$ cat src/rtl/alu_mc_pkg.sv
// Shared types for the multi-cycle ALU: opcode encoding and control FSM states.
// Latency: n/a (types only).
// Backpressure: n/a (types only).
package myPkg;

    // Opcode encoding. Values 14 and 15 are unused and produce a zero result.
    typedef enum logic [3:0] {
        ADD         = 4'd0,
        SUB         = 4'd1,
        MUL         = 4'd2,
        DIV         = 4'd3,
        AND         = 4'd4,
        OR          = 4'd5,
        NAND        = 4'd6,
        NOR         = 4'd7,
        XOR         = 4'd8,
        XNOR        = 4'd9,
        EQU         = 4'd10,
        GT          = 4'd11,
        SHIFT_RIGHT = 4'd12,
        SHIFT_LEFT  = 4'd13
    } ALU_FUN_t;

    // The control FSM is either free, or waiting on the iterative divider.
    // The states carry an S_ prefix so they do not collide with the DIV opcode.
    typedef enum logic {
        S_IDLE = 1'b0,
        S_DIV  = 1'b1
    } alu_mc_state_t;

endpackage

$ cat src/rtl/alu_mc_div_seq.sv
// Restoring unsigned divider, one quotient bit per clock.
// Latency: done pulses DATA_WIDTH cycles after the start cycle; results hold until the next start.
// Backpressure: none; start is ignored while busy, so the caller must not issue a start mid-division.
//
// Ports: start_i/dividend_i/divisor_i load a new division; busy_o is high while
// steps remain; done_o is a one-cycle pulse once quotient_o/remainder_o are final.
module alu_div_seq #(
    parameter int DATA_WIDTH = 8
) (
    input  logic                  i_clk,
    input  logic                  i_reset,
    input  logic                  start_i,
    input  logic [DATA_WIDTH-1:0] dividend_i,
    input  logic [DATA_WIDTH-1:0] divisor_i,
    output logic                  busy_o,
    output logic                  done_o,
    output logic [DATA_WIDTH-1:0] quotient_o,
    output logic [DATA_WIDTH-1:0] remainder_o
);

    localparam int CW = $clog2(DATA_WIDTH + 1);

    logic [DATA_WIDTH-1:0] rem_q, rem_d;
    // Holds the not-yet-consumed dividend bits in the top and the quotient
    // bits shifted in at the bottom; after DATA_WIDTH steps it is the quotient.
    logic [DATA_WIDTH-1:0] quo_q, quo_d;
    logic [DATA_WIDTH-1:0] dvs_q, dvs_d;
    logic [CW-1:0]         cnt_q, cnt_d;
    logic                  done_q, done_d;

    logic [DATA_WIDTH:0]   shifted;
    logic [DATA_WIDTH:0]   trial;

    assign busy_o      = (cnt_q != '0);
    assign done_o      = done_q;
    assign quotient_o  = quo_q;
    assign remainder_o = rem_q;

    always_comb begin
        // Partial remainder stays below the divisor, so the shifted value fits
        // DATA_WIDTH+1 bits and a non-negative trial fits back into DATA_WIDTH.
        shifted = {rem_q, quo_q[DATA_WIDTH-1]};
        trial   = shifted - {1'b0, dvs_q};

        rem_d  = rem_q;
        quo_d  = quo_q;
        dvs_d  = dvs_q;
        cnt_d  = cnt_q;
        done_d = 1'b0;

        if (busy_o) begin
            if (!trial[DATA_WIDTH]) begin
                rem_d = trial[DATA_WIDTH-1:0];
                quo_d = {quo_q[DATA_WIDTH-2:0], 1'b1};
            end else begin
                rem_d = shifted[DATA_WIDTH-1:0];
                quo_d = {quo_q[DATA_WIDTH-2:0], 1'b0};
            end
            cnt_d  = cnt_q - 1'b1;
            done_d = (cnt_q == CW'(1));
        end else if (start_i) begin
            rem_d = '0;
            quo_d = dividend_i;
            dvs_d = divisor_i;
            cnt_d = CW'(DATA_WIDTH);
        end
    end

    always_ff @(posedge i_clk or negedge i_reset) begin
        if (!i_reset) begin
            rem_q  <= '0;
            quo_q  <= '0;
            dvs_q  <= '0;
            cnt_q  <= '0;
            done_q <= 1'b0;
        end else begin
            rem_q  <= rem_d;
            quo_q  <= quo_d;
            dvs_q  <= dvs_d;
            cnt_q  <= cnt_d;
            done_q <= done_d;
        end
    end

endmodule

$ cat src/rtl/alu_mc.sv
// Handshaked multi-cycle ALU: single-cycle ops plus an iterative divider returning {remainder, quotient}.
// Latency: 1 edge for single-cycle ops and divide-by-zero; DATA_WIDTH+1 edges for a real division.
// Backpressure: result register holds while o_OUT_VALID && !i_OUT_READY; o_IN_READY drops until it drains.
//
// Ports: i_IN_VALID/o_IN_READY + i_ALU_FUN/i_A/i_B form the command port;
// o_OUT_VALID/i_OUT_READY + o_ALU_OUT/o_ZERO/o_DIV0 form the result port.
module alu_mc
    import myPkg::*;
#(
    parameter int DATA_WIDTH = 8,
    parameter int OUT_WIDTH  = 2 * DATA_WIDTH
) (
    input  logic                  i_clk,
    input  logic                  i_reset,
    input  logic                  i_IN_VALID,
    output logic                  o_IN_READY,
    input  ALU_FUN_t              i_ALU_FUN,
    input  logic [DATA_WIDTH-1:0] i_A,
    input  logic [DATA_WIDTH-1:0] i_B,
    output logic                  o_OUT_VALID,
    input  logic                  i_OUT_READY,
    output logic [OUT_WIDTH-1:0]  o_ALU_OUT,
    output logic                  o_ZERO,
    output logic                  o_DIV0
);

    if (DATA_WIDTH < 2) begin : g_bad_data_width
        $error("alu_mc: DATA_WIDTH must be >= 2");
    end
    if (OUT_WIDTH < 2 * DATA_WIDTH) begin : g_bad_out_width
        $error("alu_mc: OUT_WIDTH must be >= 2*DATA_WIDTH");
    end

    alu_mc_state_t         state_q, state_d;
    logic [OUT_WIDTH-1:0]  alu_out_q, alu_out_d;
    logic                  out_vld_q, out_vld_d;
    logic                  zero_q, zero_d;
    logic                  div0_q, div0_d;

    logic [OUT_WIDTH-1:0]  a_ext, b_ext;
    logic [OUT_WIDTH-1:0]  comb_res;
    logic                  comb_div0;
    logic [OUT_WIDTH-1:0]  div_res;
    logic                  accept;
    logic                  is_div_nz;
    logic                  div_start;
    logic                  div_busy;
    logic                  div_done;
    logic [DATA_WIDTH-1:0] div_quo, div_rem;

    // Slot is free when empty or being drained on this same edge.
    assign o_IN_READY  = (state_q == S_IDLE) && (!out_vld_q || i_OUT_READY);
    assign accept      = i_IN_VALID && o_IN_READY;
    assign is_div_nz   = (i_ALU_FUN == DIV) && (i_B != '0);

    assign o_OUT_VALID = out_vld_q;
    assign o_ALU_OUT   = alu_out_q;
    assign o_ZERO      = zero_q;
    assign o_DIV0      = div0_q;

    alu_div_seq #(
        .DATA_WIDTH (DATA_WIDTH)
    ) u_div (
        .i_clk       (i_clk),
        .i_reset     (i_reset),
        .start_i     (div_start),
        .dividend_i  (i_A),
        .divisor_i   (i_B),
        .busy_o      (div_busy),
        .done_o      (div_done),
        .quotient_o  (div_quo),
        .remainder_o (div_rem)
    );

    // Single-cycle datapath on zero-extended operands, so the inverting
    // bitwise ops fill the upper bits with ones.
    always_comb begin
        a_ext     = OUT_WIDTH'(i_A);
        b_ext     = OUT_WIDTH'(i_B);
        comb_res  = '0;
        comb_div0 = 1'b0;
        case (i_ALU_FUN)
            ADD:         comb_res = a_ext + b_ext;
            SUB:         comb_res = a_ext - b_ext;
            MUL:         comb_res = a_ext * b_ext;
            DIV:         comb_div0 = 1'b1;  // only reaches here when i_B == 0
            AND:         comb_res = a_ext & b_ext;
            OR:          comb_res = a_ext | b_ext;
            NAND:        comb_res = ~(a_ext & b_ext);
            NOR:         comb_res = ~(a_ext | b_ext);
            XOR:         comb_res = a_ext ^ b_ext;
            XNOR:        comb_res = ~(a_ext ^ b_ext);
            EQU:         comb_res = OUT_WIDTH'(i_A == i_B);
            GT:          comb_res = OUT_WIDTH'(i_A > i_B);
            SHIFT_RIGHT: comb_res = a_ext >> 1;
            SHIFT_LEFT:  comb_res = a_ext << 1;
            default:     comb_res = '0;
        endcase
    end

    always_comb begin
        div_res                              = '0;
        div_res[DATA_WIDTH-1:0]              = div_quo;
        div_res[2*DATA_WIDTH-1:DATA_WIDTH]   = div_rem;
    end

    // Control FSM and output-register next state.
    always_comb begin
        state_d   = state_q;
        alu_out_d = alu_out_q;
        zero_d    = zero_q;
        div0_d    = div0_q;
        out_vld_d = out_vld_q && !i_OUT_READY;
        div_start = 1'b0;

        case (state_q)
            S_IDLE: begin
                if (accept) begin
                    if (is_div_nz) begin
                        div_start = !div_busy;
                        state_d   = S_DIV;
                    end else begin
                        alu_out_d = comb_res;
                        zero_d    = (comb_res == '0);
                        div0_d    = comb_div0;
                        out_vld_d = 1'b1;
                    end
                end
            end
            S_DIV: begin
                // o_IN_READY kept the slot drained, so loading here never
                // overwrites an unconsumed result.
                if (div_done) begin
                    alu_out_d = div_res;
                    zero_d    = (div_res == '0);
                    div0_d    = 1'b0;
                    out_vld_d = 1'b1;
                    state_d   = S_IDLE;
                end
            end
            default: state_d = S_IDLE;
        endcase
    end

    always_ff @(posedge i_clk or negedge i_reset) begin
        if (!i_reset) begin
            state_q   <= S_IDLE;
            alu_out_q <= '0;
            out_vld_q <= 1'b0;
            zero_q    <= 1'b0;
            div0_q    <= 1'b0;
        end else begin
            state_q   <= state_d;
            alu_out_q <= alu_out_d;
            out_vld_q <= out_vld_d;
            zero_q    <= zero_d;
            div0_q    <= div0_d;
        end
    end

endmodule

$ cat config.mk
export PLATFORM = sky130hd
export DESIGN_NAME = alu_mc
export DESIGN_NICKNAME = d
export VERILOG_FILES = /design/src/rtl/alu_mc_pkg.sv /design/src/rtl/alu_mc_div_seq.sv /design/src/rtl/alu_mc.sv
export SDC_FILE = /design/constraint.sdc
export NUM_CORES = 1
export LEC_CHECK = 0
export ABC_CLOCK_PERIOD_IN_PS = 3000
export CAP_MARGIN = 20
export CORE_MARGIN = 1.5
export CORE_UTILIZATION = 60
export CTS_BUF_LIST = sky130_fd_sc_hd__clkbuf_16
export DETAILED_ROUTE_END_ITERATION = 10
export PLACE_DENSITY = 0.81
export RECOVER_POWER = 50
export SLEW_MARGIN = 30
export SYNTH_ARGS = -nofsm -noshare
export SYNTH_HDL_FRONTEND = slang
export SYNTH_SLANG_ARGS = --single-unit
$ cat constraint.sdc
create_clock -name i_clk -period 3 [get_ports i_clk]
set_clock_uncertainty 0.1 [all_clocks]
set_input_delay 0.3 -clock i_clk [delete_from_list [all_inputs] [get_ports i_clk]]
set_output_delay 0.3 -clock i_clk [all_outputs]
set_load 0.02 [all_outputs]
==> key figures, run 1 <==
Yosys
  – Unique cell type count in the Yosys netlist: 68
  – Post-Synth XOR/XNOR Area: around 3.3%
  – Top post-synthesis cells by count: nor2_1, inv_1, ha_1
  – Yosys warnings: 0
  – Adder-cell share of the synthesized area: about a quarter
  – Mapped cell area: slightly above 6000 sq um
  – Post-synthesis cell count: roughly 760
  – Net Count, Synth: 892
  – Area contributors post-synth: dfrtp_1, ha_1, fa_1, nor2_1, inv_1
  – Synth Area in Compound Gates: between 15 and 20%
  – Post-synth top area cell: dfrtp_1
  – Multiplexer share of the synthesized area: roughly 4.3%
  – Asr flop ratio synth: between 90% and 100%
  – Post-synthesis register bit count: a little under 50
  – Ys flop type: dfrtp_1
  – Count leader, synth: nor2_1
  – Main combinational cell family by area after synthesis: adder cells
  – Area fraction of the dominant cell type after synthesis: 19.9%
  – Post-synthesis sequential area ratio: between 10% and 20%
  – Avg Inst Size Synth: around 8.1 sq um
  – Post-synth EDFFs: 0
  – Simple-Gate Fraction of Synth Area: 19.0%

Clocking
  – Root buffer cell: clkbuf_16
  – Clock Tree Buf Depth: 2
  – Num CTS Buffers: 5
  – Clock tree sinks: 49
  – H-tree levels: 2

Place
  – Worst slack, placed: -3.05 ns
  – Buffers added on ports: 43
  – HPWL Detailed: 19000 um
  – RePlAce Congestion: 1.09

STA
  – Worst ep type: register data pin
  – Worst_ep grt: o_ZERO$_DFFE_PN0P_/D

Die
  – FP Rows: 36
  – Die Span Y: ~100 um
  – I/O pins: between 40 and 50
  – Die X: around 100 um
  – Initial Utilization: roughly 62%

GRT
  – Overflow after GRT: 1218
  – Largest net degree at the start of global routing: 50
  – GRT Util Overall: 105%

Outcome
  – First error message: [ERROR GRT-0232] Routing congestion too high. Check the congestion heatmap in the GUI.
  – Outcome: stopped before the end
  – Last stage reached: global routing
==> layer usage <==
| layer | track usage (%) | overflow |
|---|---|---|
| met1 | 92.5 | 4 |
| met2 | 140 | 935 |
| met3 | 77.7 | 17 |
| met4 | 117 | 260 |
| met5 | 34.8 | 2 |
==> metrics by stage <==
step                      setup TNS [ns]  instance area, sq um  hold WS (ns)  instances  utilization (%)
after detailed placement          -31.58                  8390         0.251       1084             85.0
after CTS                         -19.05                  9090         0.391       1104             92.1
after global placement            -29.25                  8390         0.368       1084             85.0
after floorplan                   -11.65                  6540       -0.0956        761                -
==> timing repair <==
item / CTS
hold endpoints to repair: 49
pin swaps: 56
resized for setup: 154
setup buffers: 13
hold buffers: 1
endpoints found under the setup margin: 18
==> logic make-up after synthesis <==
| group | count (synthesis) |
|---|---|
| DFF | 49 |
| xor gates and xnor gates | 23 |
| adders and majority gates | 107 |
| buffers and inverters | 119 |
| and+or+nand+nor | 252 |
| AOI/OAI and AO/OA | 186 |
| muxes | 25 |
==> inputs of run 2 (changes only) <==
Settings changed: CORE_UTILIZATION 60 to 40, CTS_BUF_LIST sky130_fd_sc_hd__clkbuf_16 to not set, PLACE_DENSITY 0.81 to not set, PLACE_DENSITY_LB_ADDON set to 0.15.
==> key figures, run 2 <==
Die
  – Die X: 127 um
  – I/O pins: between 40 and 50
  – Die Span Y: ~130 um
  – Die ar.: between 15000 and 20000 sq um
  – FP Rows: 45
  – Initial Utilization: between 40% and 50%
  – Core area: around 15000 sq um

Finish
  – # fillers: around 1300
  – Max reg flops: 16
  – Layout cell share with drive strength beyond 1: 35.7%
  – Nets: 1112
  – Most common cell after layout, fill and taps aside: buf_4
  – Most frequent cells in the layout: buf_4, nor2_1, inv_1, ha_1, nand2_1
  – Antenna cells: 0
  – Area Growth Syn to Fin: 50.7%

Yosys
  – Post-synthesis sequential area ratio: approximately 20%
  – Count leader, synth: nor2_1
  – Area fraction of the dominant cell type after synthesis: between 10% and 20%
  – Unique cell type count in the Yosys netlist: roughly 70
  – Post-synthesis register bit count: between 40 and 50
  – Top post-synthesis cells by count: nor2_1, inv_1, ha_1
  – Post-synthesis cell count: roughly 760
  – Asr flop ratio synth: between 90% and 100%
  – Area contributors post-synth: dfrtp_1, ha_1, fa_1, nor2_1, inv_1
  – Mapped cell area: ~6200 sq um
  – Post-synth EDFFs: 0
  – Ys flop type: dfrtp_1
  – Yosys warnings: 0
  – Post-synth top area cell: dfrtp_1
  – Avg Inst Size Synth: 8.10 sq um
  – Net Count, Synth: 892

Detailed routing
  – Via count: 6531
  – Routed vias/inst: roughly 5.6
  – First-pass DRT Iterations: 5
  – DRT iter0 DRCs: between 400 and 500
  – Wire per inst: around 20 um
  – DRC: 0
  – Number of routed nets with antenna violations: 0
  – Final wirelength: roughly 23000 um

Pwr
  – P_int: 0.00374 W
  – Overall power: 0.00664 W
  – Peak VDD IR: ~0.00039 V
  – Switch share: 43.7%
  – Gate power share: a little over two thirds
  – Power share of the sequential group: a little under a fifth
  – Psw: slightly below 0.003 W
  – Power per cell area: slightly above 700 nW/um^2
  – Leakage Power: about 4.3 nW
  – Clock share of power: between 10% and 20%

Clocking
  – Worst-Skew Late Latency: roughly 0.30 ns
  – Num CTS Buffers: 5
  – CTS tree: built
  – H-tree levels: 2
  – Reg clk slew, reported paths: around 0.070 ns
  – Clock tree sinks: a little under 50
  – Root buffer cell: clkbuf_16
  – Clock Tree Buf Depth: 2

STA
  – Peak Freq: 200 MHz
  – Worst slew margin: roughly 18%
  – RSZ-0062 raised after global routing: yes
  – Setup WS post-layout: -2.00 ns
  – Worst-margin pin slew: roughly 1.2 ns
  – Min Tclk post-route: roughly 5 ns
  – Max-slew violations: 0
  – Hold slack: slightly below 0.4 ns
  – Final Hold Viols: 0
  – Final setup viols: 14
  – Period Utilization, post-route: 167%

Place
  – Buffers added on ports: 43
  – HPWL Detailed: between 15000 and 20000 um
  – RePlAce Congestion: 0.968

Critical path
  – Slowest CP cell: fa_1
  – Worst R2R Start: u_div.quotient_o[7]
  – Worst path cell trace: buf_8 > buf_6 > clkinvlp_4 > nor2_4 > fa_1 > fa_1 > fa_1 > inv_1 > fa_1 > inv_2 > ha_4 > and3_4 > a221oi_2 > xnor2_1 > a21o_1 > or4_1 > or4_4 > nor4_2 > nand4_1 > o31ai_2
  – Crit path launch: i_A[3]
  – Worst setup path class: primary input to register
  – Critical Path RT: 3.11 ns
  – Delay-heaviest family, CP: adder cells
  – Levels on crit path: 20
  – Arr. time, crit path: approximately 5 ns
  – Setup crit start kind: primary input
  – Max incr delay on CP: around 0.52 ns
  – Crit Path Max Fanout: 3
  – Crit end category: register
  – R2R depth: 12
  – Buffers & Inverters on Critical Path: 5
  – Crit-path most repeated cell: fa_1

Job
  – Max Cap Viol: 0

GRT
  – Vias in the first global route: ~6700
  – Largest net degree at the start of global routing: 50
  – First-pass GRT wire length: around 36000 um
  – Initial antenna violation count: 1
  – Overflow after GRT: 0
  – GRT Util Overall: a little under 30%

Outcome
  – Failing checks: setup timing
  – Outcome: finished, violations left

Hold path
  – Hold path start: u_div.dvs_q[3]
  – Worst hold-check path type: register to register
  – Hold Path Depth: 2
run 2: cell counts after synthesis:
Identical to the previous run, type by type.
run 2: cell type report:
| cell class | instances | area [sq um] | area share [%] |
|---|---|---|---|
| well taps | 188 | 235 | 2.53 |
| inverters | 90 | 452 | 4.86 |
| clock inverters | 3 | 68.8 | 0.741 |
| flip-flops and latches | 49 | 1230 | 13.2 |
| multi-input cells | 593 | 5070 | 54.6 |
| clock buffers | 5 | 125 | 1.35 |
| repair buffers | 242 | 2120 | 22.8 |
run 2: worst register-to-register path: cells and delay by family, from the launching register on:
| kind | cells | cell delay, ns |
|---|---|---|
| compound gates | 5 | 0.76 |
| xor+xnor | 1 | 0.19 |
| fa+ha+maj | 2 | 0.63 |
| buf+inv | 2 | 0.25 |
| flops | 1 | 0.37 |
| mux | 1 | 0.18 |
| simple gates | 1 | 0.13 |
run 2: what timing repair did:
action | in CTS | in global routing
endpoints found under the setup margin | 18 | 17
resized for setup | 94 | 73
buffers inserted | 11 | 11
hold endpoints to repair | 49 | 0
hold buffers | 1 | 0
pin swaps | 38 | 56
run 2: cells by family (layout without fill, tap and decap cells):
kind of cell,Yosys count,after routing,synth area share (%)
flip-flops,49,49,19.9
adder cells (fa/ha/maj),107,107,26.5
XOR/XNOR,23,23,3.27
multiplexers,25,25,4.28
AND/OR/NAND/NOR,252,252,19.0
AO/OA/AOI/OAI,186,186,19.6
buffers and inverters,119,340,7.43
run 2: worst paths after layout:
| path | endpoint | slack [ns] |
|---|---|---|
| hold reg to reg | u_div.dvs_q[3] | 0.38 |
| setup reg to reg | u_div.remainder_o[6] | 0.26 |
| max in group asynchronous | o_ALU_OUT[7] | 1.37 |
| min in group asynchronous | u_div.dvs_q[1] | 0.69 |
| hold / removal | u_div.dvs_q[3] | 0.38 |
| setup / recovery | o_ZERO | -2.00 |
run 2: metal layers:
metal	vias up	track usage, %	wire length, um
met5	-	0	13
met4	2	6.95	573
met3	43	6.49	1420
met2	170	49.3	11000
met1	3234	38.2	10100
li1	3082	-	-
run 2: stage by stage:
step / setup TNS [ns] / setup WS (ns) / cell area [sq um] / utilization [%] / cells
final: -16.92 / -2.00 / 9290 / 61.3 / 1170
after global routing: -18.95 / -2.17 / 9290 / 61.3 / 1170
after CTS: -18.74 / -2.32 / 9050 / 59.8 / 1167
after detailed placement: -32.39 / -2.87 / 8590 / 56.7 / 1148
after global placement: -32.47 / -2.81 / 8580 / 56.7 / 1148
after floorplan: -11.65 / -1.97 / 6540 / - / 761
run 2: power groups by stage:
stage | clock, W | combinational (W) | sequential, W
2_1_floorplan | 0 | 0.00245 | 0.00128
3_3_place_gp | 0 | 0.00403 | 0.00119
3_5_place_dp | 0 | 0.00413 | 0.00120
4_1_cts | 0.000757 | 0.00435 | 0.00120
5_1_grt | 0.000788 | 0.00510 | 0.00124
6_report | 0.000749 | 0.00468 | 0.00121
No activity file was read; power rests on OpenSTA's default activity.
==> inputs of run 3 (changes only) <==
Settings changed: CORE_MARGIN 1.5 to not set.
==> key figures, run 3 (synthesized netlist as in run 2, its figures left out) <==
Detailed routing
  – DRT iter0 DRCs: around 500
  – Routed vias/inst: 5.53
  – Met3 Wirelength: 1080 um
  – Number of routed nets with antenna violations: 0
  – Final wirelength: between 20000 and 25000 um
  – DRT met1 WL: between 10000 and 15000 um
  – DRC: 0
  – Met2 WL post-DR: about 11000 um
  – Wire per inst: a little under 20 um
  – Top sig layer: met4
  – First-pass DRT Iterations: 6
  – Via count: roughly 6600

Clocking
  – Worst-Skew Late Latency: 0.29 ns
  – Root buffer cell: clkbuf_16
  – Clock tree sinks: around 50
  – H-tree levels: 2
  – Num CTS Buffers: 5
  – CTS tree: built
  – Clock Tree Buf Depth: 2
  – Reg clk slew, reported paths: 0.07 ns

GRT
  – GRT Util Overall: between 20% and 30%
  – Initial antenna violation count: 0
  – Largest net degree at the start of global routing: 50
  – Vias in the first global route: around 6800
  – Overflow after GRT: 0
  – First-pass GRT wire length: roughly 36000 um

Critical path
  – Levels on crit path: 19
  – Crit-path most repeated cell: fa_1
  – Buffers & Inverters on Critical Path: 4
  – R2R Path End: u_div.remainder_o[3]
  – R2R depth: 12
  – Setup crit start kind: primary input
  – Crit path launch: i_A[4]
  – Reg2reg setup slack: about 0.21 ns
  – Worst R2R Start: u_div.quotient_o[7]
  – Crit end category: register
  – Arr. time, crit path: roughly 5.1 ns
  – CP endpoint: o_ZERO
  – Delay-heaviest family, CP: adder cells
  – Max incr delay on CP: 0.53 ns
  – Critical Path RT: slightly above 3 ns
  – Worst path cell trace: buf_6 > buf_6 > ha_4 > fa_1 > fa_1 > fa_1 > inv_1 > fa_1 > inv_2 > ha_4 > and3_4 > a221oi_4 > xnor2_1 > a21o_1 > or4_1 > or4_4 > nor4_4 > nand4_1 > o31ai_2
  – Crit Path Max Fanout: 3
  – Worst setup path class: primary input to register
  – Slowest CP cell: fa_1

STA
  – Worst-margin pin slew: 1.21 ns
  – Setup WS post-layout: -2.02 ns
  – Max-slew violations: 0
  – Final Hold Viols: 0
  – Min Tclk post-route: 5.02 ns
  – Peak Freq: around 200 MHz
  – Hold slack: approximately 0.38 ns
  – RSZ-0062 raised after global routing: yes
  – Final setup viols: 13
  – Period Utilization, post-route: 167%
  – Worst slew margin: 19.3%

Place
  – Buffers added on ports: 43
  – Worst slack, placed: -2.94 ns
  – HPWL Detailed: ~18000 um
  – Placed Cells: approximately 1200
  – RePlAce Congestion: around 1

Finish
  – Nets: around 1100
  – Cell Count, Final, Fillers Out: between 1000 and 1500
  – Max reg flops: 16
  – Antenna cells: 0
  – FF+latch area: around 1200 sq um
  – Multi-input combinational cell area: between 5000 and 6000 sq um
  – Layout cell share with drive strength beyond 1: around two fifths
  – Area Growth Syn to Fin: 59.3%
  – Most common cell after layout, fill and taps aside: buf_4
  – Most frequent cells in the layout: buf_4, nor2_1, inv_1, nand2_1
  – Final core utilization: approximately two thirds
  – # fillers: 1229

Die
  – Die Span Y: about 130 um
  – Die ar.: 15900 sq um
  – Die X: roughly 130 um
  – I/O pins: 44
  – Initial Utilization: 40.7%
  – Core area: 15100 sq um
  – FP Rows: 45

Outcome
  – Outcome: finished, violations left
  – Failing checks: setup timing

Hold path
  – Worst hold-check path type: register to register

Pwr
  – Leakage Power: about 4.5 nW
  – Peak VDD IR: around 0.00037 V
  – Power per cell area: about 690 nW/um^2

Job
  – Max Cap Viol: 0
[run 3: cell types whose count changed in the layout (fill, tap and decap cells not counted), sizes merged]
cell          change
bufinv            -2
dlymetal6s2s      -1
clkinv            +1
clkbuf            +2
dlygate4sd2       -1
buf              +33
[run 3: worst min path at each step]
stage | cells past startpoint | end | slack [ns] | from
after floorplan | 0 | o_ALU_OUT[0] | -0.1 | i_reset
after global routing | 1 | o_ALU_OUT[15] | 0.40 | o_ALU_OUT[15]
final | 2 | u_div.dvs_q[5] | 0.38 | u_div.dvs_q[5]
after global placement | 2 | u_div.dvs_q[6] | 0.37 | u_div.dvs_q[6]
after CTS | 2 | u_div.dvs_q[5] | 0.38 | u_div.dvs_q[5]
after detailed placement | 1 | u_div.dvs_q[1] | 0.26 | i_reset
[run 3: worst min-delay path, stage by stage, from the launching register on]
cell and delay, ns:
dfrtp_1 0.34, nand2_1 0.05, o21ai_0 0.06
[run 3: cell type report]
cell class,count,share of cell area (%)
clock buffers,6,1.41
inverters,90,4.70
clock inverters,2,0.140
repair buffers,274,25.1
well taps,188,2.40
flip-flops and latches,49,12.5
multi-input cells,593,53.8
[run 3: report_power, final]
group	total, W	switching (W)	internal [W]
Clock	0.000585	0.000253	0.000332
Combinational	0.00500	0.00249	0.00250
Sequential	0.00122	0.000274	0.000943
[run 3: metrics by stage]
step	total power (W)	instance area (sq um)	setup TNS (ns)
after global routing	0.00729	9820	-18.14
final	0.00680	9820	-16.30
after CTS	0.00637	9410	-18.47
after global placement	0.00524	8630	-29.44
after detailed placement	0.00535	8630	-30.38
after floorplan	0.00373	6540	-11.65
[run 3: routing by layer]
layer	global-route usage (%)	vias to the layer above
met5	0	-
met4	9.64	0
met3	3.27	70
met2	49.4	203
met1	40.0	3233
li1	-	3138
[run 3: repair_timing]
action                                 CTS  global route
gates cloned                             0             0
setup endpoints to repair               16            17
pin swaps                               57            75
hold buffers                             1             0
endpoints found under the hold margin   49             0
buffers inserted                        25            32
gates resized for setup                158            89
